[config.mk]
export PLATFORM = sky130hd
export DESIGN_NAME = muldiv_ctrl
export DESIGN_NICKNAME = d
export VERILOG_FILES = /design/src/rtl/muldiv_ctrl_pkg.sv /design/src/rtl/div_radix2_step.sv /design/src/rtl/muldiv_ctrl.sv
export SDC_FILE = /design/constraint.sdc
export NUM_CORES = 2
export LEC_CHECK = 0
export ABC_AREA = 1
export BUFFER_PORTS_ARGS = -buffer_cell sky130_fd_sc_hd__buf_2
export CORE_ASPECT_RATIO = 0.9
export CORE_MARGIN = 5
export CORE_UTILIZATION = 39
export CTS_CLUSTER_SIZE = 14
export DETAILED_ROUTE_END_ITERATION = 16
export PLACE_DENSITY_LB_ADDON = 0.12
export SLEW_MARGIN = 20
export SYNTH_ARGS = -nofsm -noshare
export SYNTH_HDL_FRONTEND = slang
export SYNTH_SLANG_ARGS = --single-unit
[constraint.sdc]
create_clock -name clk -period 15.6 [get_ports clk]
set_input_delay 0 -clock clk [delete_from_list [all_inputs] [get_ports clk]]
set_output_delay 0 -clock clk [all_outputs]
set_load 0.01 [all_outputs]
[src/rtl/muldiv_ctrl_pkg.sv]
// Shared encodings for the HI/LO multiply/divide sequencer.
package muldiv_ctrl_pkg;

    localparam int WIDTH_DEF = 32;

    typedef enum logic [2:0] {
        OP_NOP   = 3'd0,
        OP_MULT  = 3'd1,
        OP_MULTU = 3'd2,
        OP_DIV   = 3'd3,
        OP_DIVU  = 3'd4,
        OP_MTHI  = 3'd5,
        OP_MTLO  = 3'd6
    } op_t;

    typedef enum logic [2:0] {
        S_IDLE,
        S_MUL,
        S_DIV,
        S_FIX,
        S_WRITE
    } state_t;

endpackage

[src/rtl/div_radix2_step.sv]
// One restoring-division iteration: shift in the next dividend bit, trial subtract.
module div_radix2_step #(
    parameter int WIDTH = 32
) (
    input  logic [WIDTH-1:0] rem,
    input  logic [WIDTH-1:0] quo,
    input  logic [WIDTH-1:0] div,
    output logic [WIDTH-1:0] rem_n,
    output logic [WIDTH-1:0] quo_n
);

    logic [WIDTH:0] shifted;
    logic [WIDTH:0] diff;

    always_comb begin
        shifted = {rem, quo[WIDTH-1]};
        diff    = shifted - {1'b0, div};
        if (diff[WIDTH]) begin
            rem_n = shifted[WIDTH-1:0];
            quo_n = {quo[WIDTH-2:0], 1'b0};
        end else begin
            rem_n = diff[WIDTH-1:0];
            quo_n = {quo[WIDTH-2:0], 1'b1};
        end
    end

endmodule

[src/rtl/muldiv_ctrl.sv]
// HI/LO sequencer: multiply, 32-step restoring divide, MTHI/MTLO merge, pipeline stall.
module muldiv_ctrl
    import muldiv_ctrl_pkg::*;
#(
    parameter int WIDTH = WIDTH_DEF
) (
    input  logic             clk,
    input  logic             rstn,
    input  logic             valid,
    input  logic [2:0]       op,
    input  logic [WIDTH-1:0] a,
    input  logic [WIDTH-1:0] b,
    input  logic             flush,
    input  logic [WIDTH-1:0] hi_cur,
    input  logic [WIDTH-1:0] lo_cur,
    output logic             stall,
    output logic             hilo_we,
    output logic [WIDTH-1:0] hi_wdata,
    output logic [WIDTH-1:0] lo_wdata
);

    localparam int CW = $clog2(WIDTH) + 1;

    state_t           state, state_n;
    logic [WIDTH-1:0] opa, opb, rem;
    logic [WIDTH-1:0] res_hi, res_lo;
    logic [CW-1:0]    cnt;
    logic             sgn, neg_q, neg_r;
    logic             accept;
    logic [WIDTH-1:0] a_mag, b_mag;
    logic [2*WIDTH-1:0] ext_a, ext_b, prod;
    logic [WIDTH-1:0] rem_n, quo_n;

    assign accept = rstn && valid && !flush && (state == S_IDLE);

    always_comb begin
        ext_a = sgn ? {{WIDTH{opa[WIDTH-1]}}, opa} : {{WIDTH{1'b0}}, opa};
        ext_b = sgn ? {{WIDTH{opb[WIDTH-1]}}, opb} : {{WIDTH{1'b0}}, opb};
        prod  = ext_a * ext_b;
    end

    always_comb begin
        a_mag = ((op_t'(op) == OP_DIV) && a[WIDTH-1]) ? -a : a;
        b_mag = ((op_t'(op) == OP_DIV) && b[WIDTH-1]) ? -b : b;
    end

    // During divide, opa holds the shifting quotient and opb the divisor magnitude.
    div_radix2_step #(.WIDTH(WIDTH)) u_step (
        .rem   (rem),
        .quo   (opa),
        .div   (opb),
        .rem_n (rem_n),
        .quo_n (quo_n)
    );

    always_ff @(posedge clk or negedge rstn) begin
        if (!rstn) begin
            state <= S_IDLE;
        end else begin
            state <= state_n;
        end
    end

    always_comb begin
        state_n  = state;
        stall    = 1'b0;
        hilo_we  = 1'b0;
        hi_wdata = '0;
        lo_wdata = '0;
        unique case (state)
            S_IDLE: begin
                if (valid) begin
                    case (op_t'(op))
                        OP_MULT, OP_MULTU: begin
                            stall   = 1'b1;
                            state_n = S_MUL;
                        end
                        OP_DIV, OP_DIVU: begin
                            stall   = 1'b1;
                            state_n = (b == '0) ? S_WRITE : S_DIV;
                        end
                        OP_MTHI: begin
                            hilo_we  = 1'b1;
                            hi_wdata = a;
                            lo_wdata = lo_cur;
                        end
                        OP_MTLO: begin
                            hilo_we  = 1'b1;
                            hi_wdata = hi_cur;
                            lo_wdata = a;
                        end
                        default: ;
                    endcase
                end
            end
            S_MUL: begin
                stall   = 1'b1;
                state_n = S_WRITE;
            end
            S_DIV: begin
                stall = 1'b1;
                if (cnt == CW'(WIDTH - 1)) begin
                    state_n = S_FIX;
                end
            end
            S_FIX: begin
                stall   = 1'b1;
                state_n = S_WRITE;
            end
            S_WRITE: begin
                hilo_we  = 1'b1;
                hi_wdata = res_hi;
                lo_wdata = res_lo;
                state_n  = S_IDLE;
            end
            default: state_n = S_IDLE;
        endcase
        // Cancel and reset override everything, including same-cycle MT writes.
        if (flush || !rstn) begin
            state_n  = S_IDLE;
            stall    = 1'b0;
            hilo_we  = 1'b0;
            hi_wdata = '0;
            lo_wdata = '0;
        end
    end

    always_ff @(posedge clk or negedge rstn) begin
        if (!rstn) begin
            opa    <= '0;
            opb    <= '0;
            rem    <= '0;
            res_hi <= '0;
            res_lo <= '0;
            cnt    <= '0;
            sgn    <= 1'b0;
            neg_q  <= 1'b0;
            neg_r  <= 1'b0;
        end else begin
            case (state)
                S_IDLE: begin
                    if (accept) begin
                        case (op_t'(op))
                            OP_MULT, OP_MULTU: begin
                                opa <= a;
                                opb <= b;
                                sgn <= (op_t'(op) == OP_MULT);
                            end
                            OP_DIV, OP_DIVU: begin
                                if (b == '0) begin
                                    res_hi <= a;
                                    res_lo <= '1;
                                end else begin
                                    opa   <= a_mag;
                                    opb   <= b_mag;
                                    rem   <= '0;
                                    cnt   <= '0;
                                    sgn   <= (op_t'(op) == OP_DIV);
                                    neg_q <= (op_t'(op) == OP_DIV) && (a[WIDTH-1] ^ b[WIDTH-1]);
                                    neg_r <= (op_t'(op) == OP_DIV) && a[WIDTH-1];
                                end
                            end
                            default: ;
                        endcase
                    end
                end
                S_MUL: begin
                    {res_hi, res_lo} <= prod;
                end
                S_DIV: begin
                    rem <= rem_n;
                    opa <= quo_n;
                    cnt <= cnt + CW'(1);
                end
                S_FIX: begin
                    res_hi <= neg_r ? -rem : rem;
                    res_lo <= neg_q ? -opa : opa;
                end
                default: ;
            endcase
        end
    end

endmodule

==> run summary <==
For the worst setup timing slack at the placement stage, the log shows 4.11 ns. The clock tree root buffer cell is sky130_fd_sc_hd__clkbuf_16. After detailed placement, the total cell area comes to 67900 µm². In the routed layout, each cell is associated on average with a via count of 5.19. For the largest buffer count on any clock path, the log shows 2. The HPWL reported at the end of detailed placement is 229000 µm, and the final antenna-violating net count is 0.

The core region is 165000 µm². By area the synthesized netlist is led by sky130_fd_sc_hd__fa_1 (44%), sky130_fd_sc_hd__inv_1 (15%), sky130_fd_sc_hd__nand2_1 (10%). The first global-routing pass estimated 411000 µm of wire.

The number of clock buffers added by TritonCTS is 17. Yosys mapped a number of flops with a built-in enable equal to 0. During placement, the flow inserted port buffers numbering 200. For this block, the routed nets add up to 280000 µm of wire. Once layout is done, the placed cells without fillers occupy 68900 µm². The clock input transition at the sequential cells of the worst setup and hold paths came out at 0.08 ns. The tools report the endpoint class of the critical path as a flop.

At the pin with the least slew margin, the transition time is 1.13 ns. The clock period minus final worst setup slack is 11.64 ns. After synthesis, the most frequently instantiated cells are sky130_fd_sc_hd__inv_1 (2509), sky130_fd_sc_hd__nand2_1 (1788), sky130_fd_sc_hd__fa_1 (1420). The final worst-path cycle share came out at 74.6%. The synthesized area divided by synthesized cell count works out to 7.68 µm². On the critical path, the stage with the largest delay is an instance of sky130_fd_sc_hd__fa_1.

The tools report the maximum clock frequency as 85.9 MHz. For the hold violation count in the final report, the log shows 0. The area added between synthesis and finish is 6.42%. Summed over all instances, the cell type with the most area after synthesis is sky130_fd_sc_hd__fa_1.

The flow ran to the end, and the final reports show no timing, DRC or antenna violations. Setup repair after global routing left no endpoint under its margin. The routed layout has 55370 vias.

The logs give 0 for the setup violation total in the final timing report and 10328 for the post-synth net total. After synthesis the cells add up to 64800 µm². The share of flip-flops with an asynchronous set or reset was 100%.

For the worst setup path, the data arrival time is 11.99 ns. The logs give 0 for the final-report max-slew violation count and 0.0169 ns for the maximum clock skew at final layout. The worst hold slack after final layout was 0.0428 ns; the fraction of layout cells with a size suffix above 1 was 5.57%. The die is 440 µm wide.

The fraction of synthesized cell area taken by the top area cell type came out at 43.9%. In the global route stage, met1 resource usage came out at 47.8%. The worst stage delay on the critical path was 0.89 ns; the first-pass iteration count of the detailed router was 6.

The tools report the post-CTS setup-driven buffer insertion count as 0. During synthesis, Yosys emitted a total of 0 warnings. The later pin in the worst-skew pair is clocked with a latency of 0.50 ns. The number of global-route vias before repair was 58441; the portion of the post-synthesis area used by sequential elements was 6.65%. Cell row count: 141. The largest net degree at the start of global routing was 69; the count of clock tree sinks was 172.

For the normalized max-slew margin, the log shows 23.8%. The cell that appears most often on the critical path is sky130_fd_sc_hd__fa_1. The netlist uses 71 different library cells. Minimum setup slack in the final design: 3.96 ns. The count of pins on the block boundary was 201. The most used flip-flop cell after synthesis is sky130_fd_sc_hd__dfrtp_1. Number of buffer and inverter stages on the critical path: 8.

Category of cells accounting for the largest share of critical-path delay: adder cells. The global routing met2 resource utilization is 49.5%, and the die outline height is 397 µm. In the final design database the tool counted 10338 nets.

The number of max-cap violations came out at 0. The detailed router finished its first iteration with 5411 violations. The final weighted congestion of routability-driven global placement was 1.01. The starting density of the core was 39.3%; the global routing met3 resource utilization was 5.24%. In the final routed layout, each cell accounts on average for 26.2 µm. TritonCTS built the clock tree. The worst hold path belongs to the class input port to flop. The busiest layer in global routing is met2.

Synthesis produced a netlist whose cell count is 8427. The worst setup path is of the flop to flop kind. CTS built an H-tree with a depth of 4.

The number of antenna violations at the first check in global routing was 15. The startpoint type of the worst setup path was a flop. Counting flops and latches in the post-synthesis netlist gives 172. In the final timing run, aggregate negative setup slack is 0 ns. The maximum net fanout on the critical path is 16. The DRC violation count after routing was 0; the aggregate global routing overflow was 0.

The dominant cell by count in the synthesized netlist was sky130_fd_sc_hd__inv_1. STA puts the critical path data required time at 15.95 ns. In the global route stage, overall resource usage came out at 32.5%.

The die covers 174000 µm².
==> final cells by class <==
class | instances | area (µm²)
sequential | 172 | 4330
clock inverter | 12 | 90.1
inverter | 2516 | 9440
tap | 2216 | 2770
timing repair buffer | 365 | 2380
clock buffer | 20 | 447
fill | 17211 | 95700
multi-input combinational | 5365 | 49400
antenna | 6 | 15.0
==> tightest hold or removal path, delay by kind of cell <==
kind            cells  cell delay (ns)
compound gates      1             0.13
buf+inv             1             0.23
xor+xnor            1             0.13
==> per-layer routing <==
layer	up-vias	routed length, µm	part of all wire [%]
li1	24340	-	-
met1	28326	125000	45
met2	2375	122000	44
met3	325	22800	8.2
met4	4	9510	3.4
met5	-	27	0.0097
==> flip-flops by register name, indices dropped and copies added (netlist names), 3 cells and up <==
signal / cells
opa: 32
opb: 32
rem: 32
res_hi: 32
res_lo: 32
cnt: 6
state: 3
==> per-stage QoR <==
step / utilization [%] / instances
3_3_place_gp: 41.2 / 10584
2_1_floorplan: - / 8427
6_report: 41.9 / 10672
5_1_grt: 41.9 / 10666
3_5_place_dp: 41.2 / 10584
4_1_cts: 41.9 / 10666
==> kinds of logic (layout without fill, tap and decap cells) <==
kind of cell / after synthesis / after routing / share of synthesized area [%]
adders and majority gates: 1766 / 1766 / 50.6
and+or+nand+nor: 2690 / 2690 / 17.1
other: 0 / 6 / 0
AOI/OAI and AO/OA: 801 / 801 / 7.12
buffers and inverters: 2890 / 2913 / 17.1
xor gates and xnor gates: 108 / 108 / 1.46
DFF: 172 / 172 / 6.65
==> placed cells by master (no fill, tap or decap), types with 10 or more instances in the layout <==
master                          count
sky130_fd_sc_hd__fa_1            1420
sky130_fd_sc_hd__nor4_1            18
sky130_fd_sc_hd__o21ai_0          307
sky130_fd_sc_hd__dfrtp_1          152
sky130_fd_sc_hd__nand4_1           31
sky130_fd_sc_hd__nor3_1            60
sky130_fd_sc_hd__buf_2            199
sky130_fd_sc_hd__dfrtp_2           19
sky130_fd_sc_hd__o21ai_1           21
sky130_fd_sc_hd__buf_4            114
sky130_fd_sc_hd__a22oi_1           28
sky130_fd_sc_hd__xnor2_1           33
sky130_fd_sc_hd__nand3b_1          16
sky130_fd_sc_hd__nand2_1         1787
sky130_fd_sc_hd__a2bb2oi_1         13
sky130_fd_sc_hd__a221oi_1          10
sky130_fd_sc_hd__inv_1           2508
sky130_fd_sc_hd__ha_1             346
sky130_fd_sc_hd__or2_2             30
sky130_fd_sc_hd__xor2_1            75
sky130_fd_sc_hd__a21o_1            20
sky130_fd_sc_hd__o211ai_1          19
sky130_fd_sc_hd__nand3_1          277
sky130_fd_sc_hd__nand2_2           10
sky130_fd_sc_hd__nor2_1           405
sky130_fd_sc_hd__dlygate4sd3_1     50
sky130_fd_sc_hd__nor2_2            13
sky130_fd_sc_hd__clkbuf_16         17
sky130_fd_sc_hd__o22ai_1           17
sky130_fd_sc_hd__a21boi_0          10
sky130_fd_sc_hd__o21bai_1          14
sky130_fd_sc_hd__nor2_4            12
sky130_fd_sc_hd__o21a_1            10
sky130_fd_sc_hd__a21oi_1          254
sky130_fd_sc_hd__a31oi_1           27
==> worst paths after layout <==
kind                                               end                    from  cells past startpoint  slack, ns
max in group asynchronous          opa[14]$_DFFE_PN0P_                    rstn                      3      14.27
worst max-delay path            res_hi[13]$_DFFE_PN0P_         sgn$_DFFE_PN0P_                     28       3.96
worst min register to register  res_lo[16]$_DFFE_PN0P_  res_lo[16]$_DFFE_PN0P_                      2       0.50
worst max register to register  res_hi[13]$_DFFE_PN0P_         sgn$_DFFE_PN0P_                     28       3.96
min in group asynchronous       res_hi[26]$_DFFE_PN0P_                    rstn                      2       0.09
worst min-delay path               opa[15]$_DFFE_PN0P_                   a[15]                      3       0.04
==> repair_timing <==
action,CTS,global route
resized for setup,0,0
endpoints found under the hold margin,103,0
hold buffers,50,0
Power is not shown: default switching activity piles up to over one toggle a cycle in this logic, so the estimate is an artifact.
